--- src/rtl/pipe_pkg.sv ---
// Shared pipeline constants for the five-stage MIPS core: opcode/funct
// encodings used for control-flow detection, the NOP word, vector addresses
// and the interrupt-injector state type.
package pipe_pkg;

    // Opcodes that redirect the PC (REGIMM covers bltz/bgez and friends).
    localparam logic [5:0] OP_REGIMM = 6'h01;
    localparam logic [5:0] OP_J      = 6'h02;
    localparam logic [5:0] OP_JAL    = 6'h03;
    localparam logic [5:0] OP_BEQ    = 6'h04;
    localparam logic [5:0] OP_BNE    = 6'h05;
    localparam logic [5:0] OP_BLEZ   = 6'h06;
    localparam logic [5:0] OP_BGTZ   = 6'h07;

    // R-type functs that redirect the PC.
    localparam logic [5:0] FN_JR     = 6'h08;
    localparam logic [5:0] FN_JALR   = 6'h09;

    localparam logic [31:0] NOP_WORD  = 32'h0000_0000;

    // Vector addresses selected by the PC stage.
    localparam logic [31:0] VEC_RESET = 32'h8000_0000;
    localparam logic [31:0] VEC_IRQ   = 32'h8000_0004;
    localparam logic [31:0] VEC_EXC   = 32'h8000_0008;

    // PCSrc encoding the PC stage uses for the interrupt vector.
    localparam logic [2:0] PCSRC_IRQ = 3'b100;

    // Cycles a captured control-flow instruction keeps the take blocked:
    // it must clear decode and execute before its redirect is resolved.
    localparam logic [1:0] CF_SHADOW = 2'd2;

    typedef enum logic {
        IRQ_IDLE    = 1'b0,
        IRQ_PENDING = 1'b1
    } irq_state_e;

    // True when the instruction can redirect the PC.
    function automatic logic is_ctrl_flow(input logic [5:0] opcode,
                                          input logic [5:0] funct);
        logic hit;
        hit = 1'b0;
        case (opcode)
            OP_REGIMM, OP_J, OP_JAL,
            OP_BEQ, OP_BNE, OP_BLEZ, OP_BGTZ: hit = 1'b1;
            6'h00: hit = (funct == FN_JR) || (funct == FN_JALR);
            default: hit = 1'b0;
        endcase
        return hit;
    endfunction

endpackage

--- src/rtl/ifid_stage_if.sv ---
// Bundle of the IF/ID stage signals. The master side is the fetch/hazard
// logic around the stage; the slave side is the IF/ID register itself.
interface ifid_stage_if;

    logic        datahazard;
    logic        flush;
    logic [31:0] PC;
    logic [31:0] PCplus;
    logic [31:0] Instruction;
    logic        irq;

    logic        irq_take;
    logic [31:0] IFID_Instruction;
    logic [31:0] IFID_PCplus;
    logic        IFID_valid;
    logic        IFID_irq;
    logic [31:0] IFID_EPC;

    modport master (
        output datahazard, flush, PC, PCplus, Instruction, irq,
        input  irq_take, IFID_Instruction, IFID_PCplus, IFID_valid,
               IFID_irq, IFID_EPC
    );

    modport slave (
        input  datahazard, flush, PC, PCplus, Instruction, irq,
        output irq_take, IFID_Instruction, IFID_PCplus, IFID_valid,
               IFID_irq, IFID_EPC
    );

endinterface

--- src/rtl/irq_injector.sv ---
// External-interrupt injector: tracks a pending user-mode interrupt and
// fires irq_take only at a safe point with no control flow in the shadow.
module irq_injector
    import pipe_pkg::*;
(
    input  logic       clk,
    input  logic       reset,
    input  logic       irq_i,
    input  logic       pc_kernel_i,
    input  logic       datahazard_i,
    input  logic       flush_i,
    input  logic [5:0] opcode_i,
    input  logic [5:0] funct_i,
    output logic       irq_take_o
);

    irq_state_e state_q;
    logic [1:0] cf_cnt_q;
    logic       cf_load;

    // Take is combinational so the PC mux can switch to the vector in the
    // same cycle; reset outranks it.
    assign irq_take_o = !reset && (state_q == IRQ_PENDING) && irq_i &&
                        !pc_kernel_i && (cf_cnt_q == 2'd0) &&
                        !datahazard_i && !flush_i;

    // A normal load of a branch/jump opens the control-flow shadow.
    assign cf_load = !flush_i && !datahazard_i && !irq_take_o &&
                     is_ctrl_flow(opcode_i, funct_i);

    // Interrupt FSM and control-flow shadow counter.
    always_ff @(posedge clk) begin
        if (reset) begin
            state_q  <= IRQ_IDLE;
            cf_cnt_q <= 2'd0;
        end else begin
            case (state_q)
                IRQ_IDLE:    if (irq_i && !pc_kernel_i) state_q <= IRQ_PENDING;
                IRQ_PENDING: if (irq_take_o || !irq_i)  state_q <= IRQ_IDLE;
                default:     state_q <= IRQ_IDLE;
            endcase

            if (flush_i) begin
                cf_cnt_q <= 2'd0;
            end else if (!datahazard_i) begin
                if (cf_load)
                    cf_cnt_q <= CF_SHADOW;
                else if (cf_cnt_q != 2'd0)
                    cf_cnt_q <= cf_cnt_q - 2'd1;
            end
        end
    end

endmodule

--- src/rtl/ifid_stage.sv ---
// IF/ID pipeline register with stall, flush and interrupt-bubble injection.
// Optional feature macro: IFID_IRQ_EN builds the interrupt injector and the
// EPC register; without it irq is ignored and the irq outputs read 0.
module ifid_stage #(
    parameter logic [31:0] NOP_WORD = pipe_pkg::NOP_WORD,
    parameter logic [31:0] RESET_PC = pipe_pkg::VEC_RESET
) (
    input  logic         clk,
    input  logic         reset,
    ifid_stage_if.slave  bus
);

    logic [31:0] instr_q,  instr_d;
    logic [31:0] pcplus_q, pcplus_d;
    logic        valid_q,  valid_d;
    logic        irq_q,    irq_d;
    logic        irq_take;

`ifdef IFID_IRQ_EN
    logic [31:0] epc_q;

    irq_injector u_irq_injector (
        .clk          (clk),
        .reset        (reset),
        .irq_i        (bus.irq),
        .pc_kernel_i  (bus.PC[31]),
        .datahazard_i (bus.datahazard),
        .flush_i      (bus.flush),
        .opcode_i     (bus.Instruction[31:26]),
        .funct_i      (bus.Instruction[5:0]),
        .irq_take_o   (irq_take)
    );

    // Capture the squashed fetch address as the return address at the take.
    always_ff @(posedge clk) begin
        if (reset)
            epc_q <= RESET_PC;
        else if (irq_take)
            epc_q <= bus.PC;
    end

    assign bus.IFID_EPC = epc_q;
`else
    logic unused_irq;

    assign irq_take     = 1'b0;
    assign bus.IFID_EPC = 32'h0;
    assign unused_irq   = ^{bus.irq, bus.PC};
`endif

    // Next-state selection: flush > stall > interrupt take > normal load.
    always_comb begin
        // NOTE: each _d starts from its _q so every path assigns it and no latch is inferred.
        instr_d  = instr_q;
        pcplus_d = pcplus_q;
        valid_d  = valid_q;
        irq_d    = irq_q;
        if (bus.flush) begin
            instr_d  = NOP_WORD;
            pcplus_d = bus.PCplus;
            valid_d  = 1'b0;
            irq_d    = 1'b0;
        end else if (bus.datahazard) begin
            // Load-use stall: everything holds.
        end else if (irq_take) begin
            instr_d  = NOP_WORD;
            pcplus_d = bus.PCplus;
            valid_d  = 1'b0;
            irq_d    = 1'b1;
        end else begin
            instr_d  = bus.Instruction;
            pcplus_d = bus.PCplus;
            valid_d  = 1'b1;
            irq_d    = 1'b0;
        end
    end

    // Pipeline registers with synchronous reset to a bubble.
    always_ff @(posedge clk) begin
        // NOTE: non-blocking assignments so every register updates from pre-edge values.
        if (reset) begin
            instr_q  <= NOP_WORD;
            pcplus_q <= RESET_PC;
            valid_q  <= 1'b0;
            irq_q    <= 1'b0;
        end else begin
            instr_q  <= instr_d;
            pcplus_q <= pcplus_d;
            valid_q  <= valid_d;
            irq_q    <= irq_d;
        end
    end

    assign bus.irq_take         = irq_take;
    assign bus.IFID_Instruction = instr_q;
    assign bus.IFID_PCplus      = pcplus_q;
    assign bus.IFID_valid       = valid_q;
    assign bus.IFID_irq         = irq_q;

endmodule

--- src/flat_wrapper.sv ---
// flat-port wrapper written by rule: the top's interface ports become plain ports
module ifid_stage_flat 
#(
    parameter logic [31:0] NOP_WORD = pipe_pkg::NOP_WORD,
    parameter logic [31:0] RESET_PC = pipe_pkg::VEC_RESET
)
  (clk, reset, bus_datahazard, bus_flush, bus_PC, bus_PCplus, bus_Instruction, bus_irq, bus_irq_take, bus_IFID_Instruction, bus_IFID_PCplus, bus_IFID_valid, bus_IFID_irq, bus_IFID_EPC);
  ifid_stage_if bus_i ();
  input  logic clk;
  input  logic reset;
  input wire logic [$bits(bus_i.datahazard)-1:0] bus_datahazard;
  input wire logic [$bits(bus_i.flush)-1:0] bus_flush;
  input wire logic [$bits(bus_i.PC)-1:0] bus_PC;
  input wire logic [$bits(bus_i.PCplus)-1:0] bus_PCplus;
  input wire logic [$bits(bus_i.Instruction)-1:0] bus_Instruction;
  input wire logic [$bits(bus_i.irq)-1:0] bus_irq;
  output wire logic [$bits(bus_i.irq_take)-1:0] bus_irq_take;
  output wire logic [$bits(bus_i.IFID_Instruction)-1:0] bus_IFID_Instruction;
  output wire logic [$bits(bus_i.IFID_PCplus)-1:0] bus_IFID_PCplus;
  output wire logic [$bits(bus_i.IFID_valid)-1:0] bus_IFID_valid;
  output wire logic [$bits(bus_i.IFID_irq)-1:0] bus_IFID_irq;
  output wire logic [$bits(bus_i.IFID_EPC)-1:0] bus_IFID_EPC;
  assign bus_i.datahazard = bus_datahazard;
  assign bus_i.flush = bus_flush;
  assign bus_i.PC = bus_PC;
  assign bus_i.PCplus = bus_PCplus;
  assign bus_i.Instruction = bus_Instruction;
  assign bus_i.irq = bus_irq;
  assign bus_irq_take = bus_i.irq_take;
  assign bus_IFID_Instruction = bus_i.IFID_Instruction;
  assign bus_IFID_PCplus = bus_i.IFID_PCplus;
  assign bus_IFID_valid = bus_i.IFID_valid;
  assign bus_IFID_irq = bus_i.IFID_irq;
  assign bus_IFID_EPC = bus_i.IFID_EPC;
  ifid_stage #(.NOP_WORD(NOP_WORD), .RESET_PC(RESET_PC)) u_core (.clk(clk), .reset(reset), .bus(bus_i));
endmodule
--- config.mk ---
export PLATFORM = sky130hd
export DESIGN_NAME = ifid_stage_flat
export DESIGN_NICKNAME = d
export VERILOG_FILES = /design/src/rtl/pipe_pkg.sv /design/src/rtl/ifid_stage_if.sv /design/src/rtl/irq_injector.sv /design/src/rtl/ifid_stage.sv /design/src/flat_wrapper.sv
export SDC_FILE = /design/constraint.sdc
export NUM_CORES = 1
export LEC_CHECK = 0
export CORE_ASPECT_RATIO = 0.6
export CORE_MARGIN = 2
export CORE_UTILIZATION = 38
export DETAILED_ROUTE_END_ITERATION = 6
export GPL_ROUTABILITY_DRIVEN = 0
export PLACE_DENSITY = 0.95
export SYNTH_ARGS = -nofsm -noshare
export SYNTH_HDL_FRONTEND = slang
export SYNTH_SLANG_ARGS = --single-unit
--- constraint.sdc ---
create_clock -name clk -period 2.1 [get_ports clk]
set_input_delay 0.42 -clock clk [delete_from_list [all_inputs] [get_ports clk]]
set_output_delay 0.42 -clock clk [all_outputs]
set_load 0.01 [all_outputs]
### Word-level counts from Yosys, hierarchy flattened

Index checks and enable logic that the tools add are counted.
W data, S select, Z words.

* logic and storage cells: 7
* output and inout bits: 99
* input port bits: 101
* register bits: 65

* multiplexer cells: 2
* equality and inequality tests: 1
* reductions and logical operators: 1

Operators by type and width (number)
* $mux W32: 2
* $ne A2 B1 Y1 const B: 1
* $reduce_or A2 Y1: 1

### Logic depth before layout (Yosys ltp)

* depth in word-level cells: 2
* mapped depth: 5
* gate-level depth less buffers: 2

### Worst setup path after synthesis

No wires, ideal clock.

* path type: input to register
* start point: input port bus_datahazard
* end point: register u_core.instr_q[0] (netlist: u_core.bus.IFID_Instruction[0])
* data arrival time: 1004 ps
* path buffers: 3
* stages on the path: 5
* data required time: 1986 ps
* library setup time: 114 ps
* path slack: 981 ps
* cell sequence: buf_6 -> buf_12 -> buf_12 -> mux2i_1 -> nor2_1

RTL lines
* start: declaration: RTL line flat_wrapper.sv:11 `input wire logic [$bits(bus_i.datahazard)-1:0] bus_datahazard;`
* end signal: assignment: RTL line ifid_stage.sv:87 `instr_q <= instr_d;`
* end: declaration: RTL line ifid_stage.sv:13 `logic [31:0] instr_q, instr_d;`

### Worst setup path in the final report

* start point: register u_core.pcplus_q[9] (netlist: u_core.bus.IFID_PCplus[9])
* end point: output port bus_IFID_PCplus[9]

RTL lines
* start: declaration: RTL line ifid_stage.sv:14 `logic [31:0] pcplus_q, pcplus_d;`
* start signal: assignment: RTL line ifid_stage.sv:88 `pcplus_q <= pcplus_d;`
* end: declaration: RTL line flat_wrapper.sv:19 `output wire logic [$bits(bus_i.IFID_PCplus)-1:0] bus_IFID_PCplus;`

No word-level cell between the ends.

==> impl_metrics.yaml <==
power_and_ir_drop:
  p_sw_w: 0.000718
  p_leak_nw: 1.73
  clockPowerShare_pct: 41.1
  p_sw_share_pct: 23.2
  peakVddDrop_mv: 0.318
  p_comb_share_pct: 16.0
  p_per_area_mw_per_mm2: 708
  internal_power_w: 0.00238
  seq_power_share_pct: 42.9
yosys:
  synth_top_area_cell: "dfxtp_1"
  netlist_area_mm2: 0.00294
  syn_avg_cell_area_um2: 10.2
  yosys_register_bits: 65
  synth_cell_types: 18
  synth.area.top_cells: "dfxtp_1 (44%), nand4bb_1 (12%), mux2i_1 (11%), buf_4 (8.7%), nand2b_1 (6.6%)"
  ys_warn_count: 0
  yosysSeqAreaShare_pct: 44.3
  yosysTopAreaCellShare_pct: 44.3
  synthCells: 288
drt:
  routedWlPerCell_um: 13.8
  viasPerCell: 4.46
  drt_iter0_drc: 67
  vias: 2326
  drcViolationCount: 0
  first_pass_iters: 4
  drt_wl_total_mm: 7.20
  drtAntennaViolNets: 0
clocking:
  tritoncts: "yes"
  post_cts_buffers: 0
  max-clock-path-buffers: 2
  cts.sinks: 65
  clock_latency_ns: 0.31
  cts_resized: 0
  clk_pin_slew_ns: 0.05
  root_buffer: "clkbuf_16"
  ctsHoldBuffers: 0
  cts-buffers-inserted: 9
  cts_htree_levels: 3
timing:
  hold_viol_final: 0
  max_freq_mhz: 614
  skew_ns: 0
  setup_violations: 0
  fin_tns_setup_ns: 0
  drv_slew: 0
  whs_ns: 0.446
  post-route-period-util_pct: 77.6
  grt_setup_unrepaired: "false"
  min_period_ns: 1.63
die:
  initial_utilization_pct: 39.7
  fp.dieH_um: 72.1
  dieArea_mm2: 0.00847
  io_pins: 200
  dieWidth_um: 117
  core_mm2: 0.00739
  num_rows: 24
worst_setup_path:
  crit_type: "flop to primary output"
  critical_path.slowest_cell: "clkdlybuf4s50_1"
  crit_required_ns: 1.68
  path_max_fanout: 2
  r2r_start: "u_core.bus.IFID_Instruction[9]$_SDFFE_PP0N_"
  cp_top_family: "buffers and inverters"
  regToRegSetupSlack_ns: 1.45
  crit_start: "u_core.bus.IFID_PCplus[9]$_SDFFE_PP0P_"
  critical_path.cell_chain: "clkdlybuf4s50_1"
  cp_slowest_stage_delay_ns: 0.55
  endpoint_kind: "primary output"
  critPathArrivalTime_ns: 1.21
  rr_worst_depth: 2
  startpoint_type: "flop"
  reg2reg_to: "u_core.bus.IFID_Instruction[9]$_SDFFE_PP0N_"
  critPathCapture: "bus_IFID_PCplus[9]"
  cp_num_cells: 1
  path_buf_inv: 1
job:
  cap_viol_max_count: 0
place:
  hpwlAfterDp_mm: 5.21
  port_buffers: 132
global_routing:
  grt_usage_pct: 16.6
  grt_antenna_before_repair: 0
  grt_pass1_vias: 2349
  grt-ovfl-total: 0
  grt_max_degree: 65
  grt_pass1_wl_mm: 11.4
final_layout:
  finalNetCount: 514
  syn_to_final_growth_pct: 49.1
  drive_gt1_share_pct: 5.26
  antennaDiodeCount: 0
run_status:
  outcome: "finished clean"
min_path:
  hp-class: "flop to flop"
==> routing by layer <==
metal  wire length, µm  GRT usage (%)  part of all wire (%)
met3               465           5.19                   6.5
met5                 0              0                     0
met1              3100           20.0                    43
met4                27           4.42                  0.38
met2              3600           29.1                    50
==> cell usage in the layout, fill, tap and decap left out, drive strengths merged <==
cell             n
nand2b          31
or2              1
clkinv           4
a21oi            1
buf              8
clkdlybuf4s50  131
nor2b            1
inv              1
conb            34
nor2            34
dfxtp           65
nand4bb         31
o21ai           31
clkbuf          12
mux2i           33
==> cells in the mapped netlist (all sizes together) <==
cell and n:
a21oi 1, buf 47, clkbuf 11, conb 1
dfxtp 65, inv 1, mux2i 33, nand2b 31
nand4bb 31, nor2 34, nor2b 1, o21ai 31
or2 1
==> how the worst min path moves through the flow <==
stage | start | endpoint | slack (ns) | depth (start not counted)
2_1_floorplan | u_core.bus.IFID_valid$_SDFFE_PP0N_ | u_core.bus.IFID_valid$_SDFFE_PP0N_ | 0.47 | 2
3_3_place_gp | u_core.bus.IFID_valid$_SDFFE_PP0N_ | u_core.bus.IFID_valid$_SDFFE_PP0N_ | 0.43 | 2
3_5_place_dp | u_core.bus.IFID_valid$_SDFFE_PP0N_ | u_core.bus.IFID_valid$_SDFFE_PP0N_ | 0.44 | 2
4_1_cts | u_core.bus.IFID_valid$_SDFFE_PP0N_ | u_core.bus.IFID_valid$_SDFFE_PP0N_ | 0.45 | 2
5_1_grt | u_core.bus.IFID_valid$_SDFFE_PP0N_ | u_core.bus.IFID_valid$_SDFFE_PP0N_ | 0.46 | 2
6_report | u_core.bus.IFID_valid$_SDFFE_PP0N_ | u_core.bus.IFID_valid$_SDFFE_PP0N_ | 0.45 | 2
==> registers in the layout, summed over array words and instances (netlist names) <==
signal and cells:
u_core.bus.IFID_valid 1, u_core.bus.IFID_PCplus 32, u_core.bus.IFID_Instruction 32
==> power groups by stage <==
| stage | combinational (W) | clock, W | sequential, W |
|---|---|---|---|
| 2_1_floorplan | 0.000254 | 0 | 0.00138 |
| 3_3_place_gp | 0.000487 | 0 | 0.00135 |
| 3_5_place_dp | 0.000497 | 0 | 0.00135 |
| 4_1_cts | 0.000499 | 0.00132 | 0.00133 |
| 5_1_grt | 0.000532 | 0.00137 | 0.00134 |
| 6_report | 0.000495 | 0.00127 | 0.00133 |
==> stage by stage <==
stage	cell area, µm²	instances	total power (W)	util (%)	setup WS (ns)
after CTS	4380	522	0.00315	59.2	0.446
after floorplan	3060	321	0.00163	-	0.981
after global placement	4120	506	0.00184	55.8	0.453
final	4380	522	0.00310	59.2	0.470
after detailed placement	4120	506	0.00185	55.8	0.421
after global routing	4380	522	0.00323	59.2	0.421
==> cell type report <==
type,instances,area [µm²]
clock buffer,12,236
clock inverter,4,20.0
fill,638,3010
inverter,1,3.75
multi-input combinational,197,1300
sequential,65,1300
tap,104,130
timing repair buffer,139,1380
==> logic make-up (layout without fill, tap and decap cells) <==
kind of cell / count (synthesis) / after routing / synth area share, %
compound gates: 32 / 32 / 5.46
buf+inv: 59 / 156 / 15.5
flops: 65 / 65 / 44.3
mux: 33 / 33 / 11.3
other cells: 1 / 34 / 0.128
simple gates: 98 / 98 / 23.4
Power figures use the tool's default switching activity.
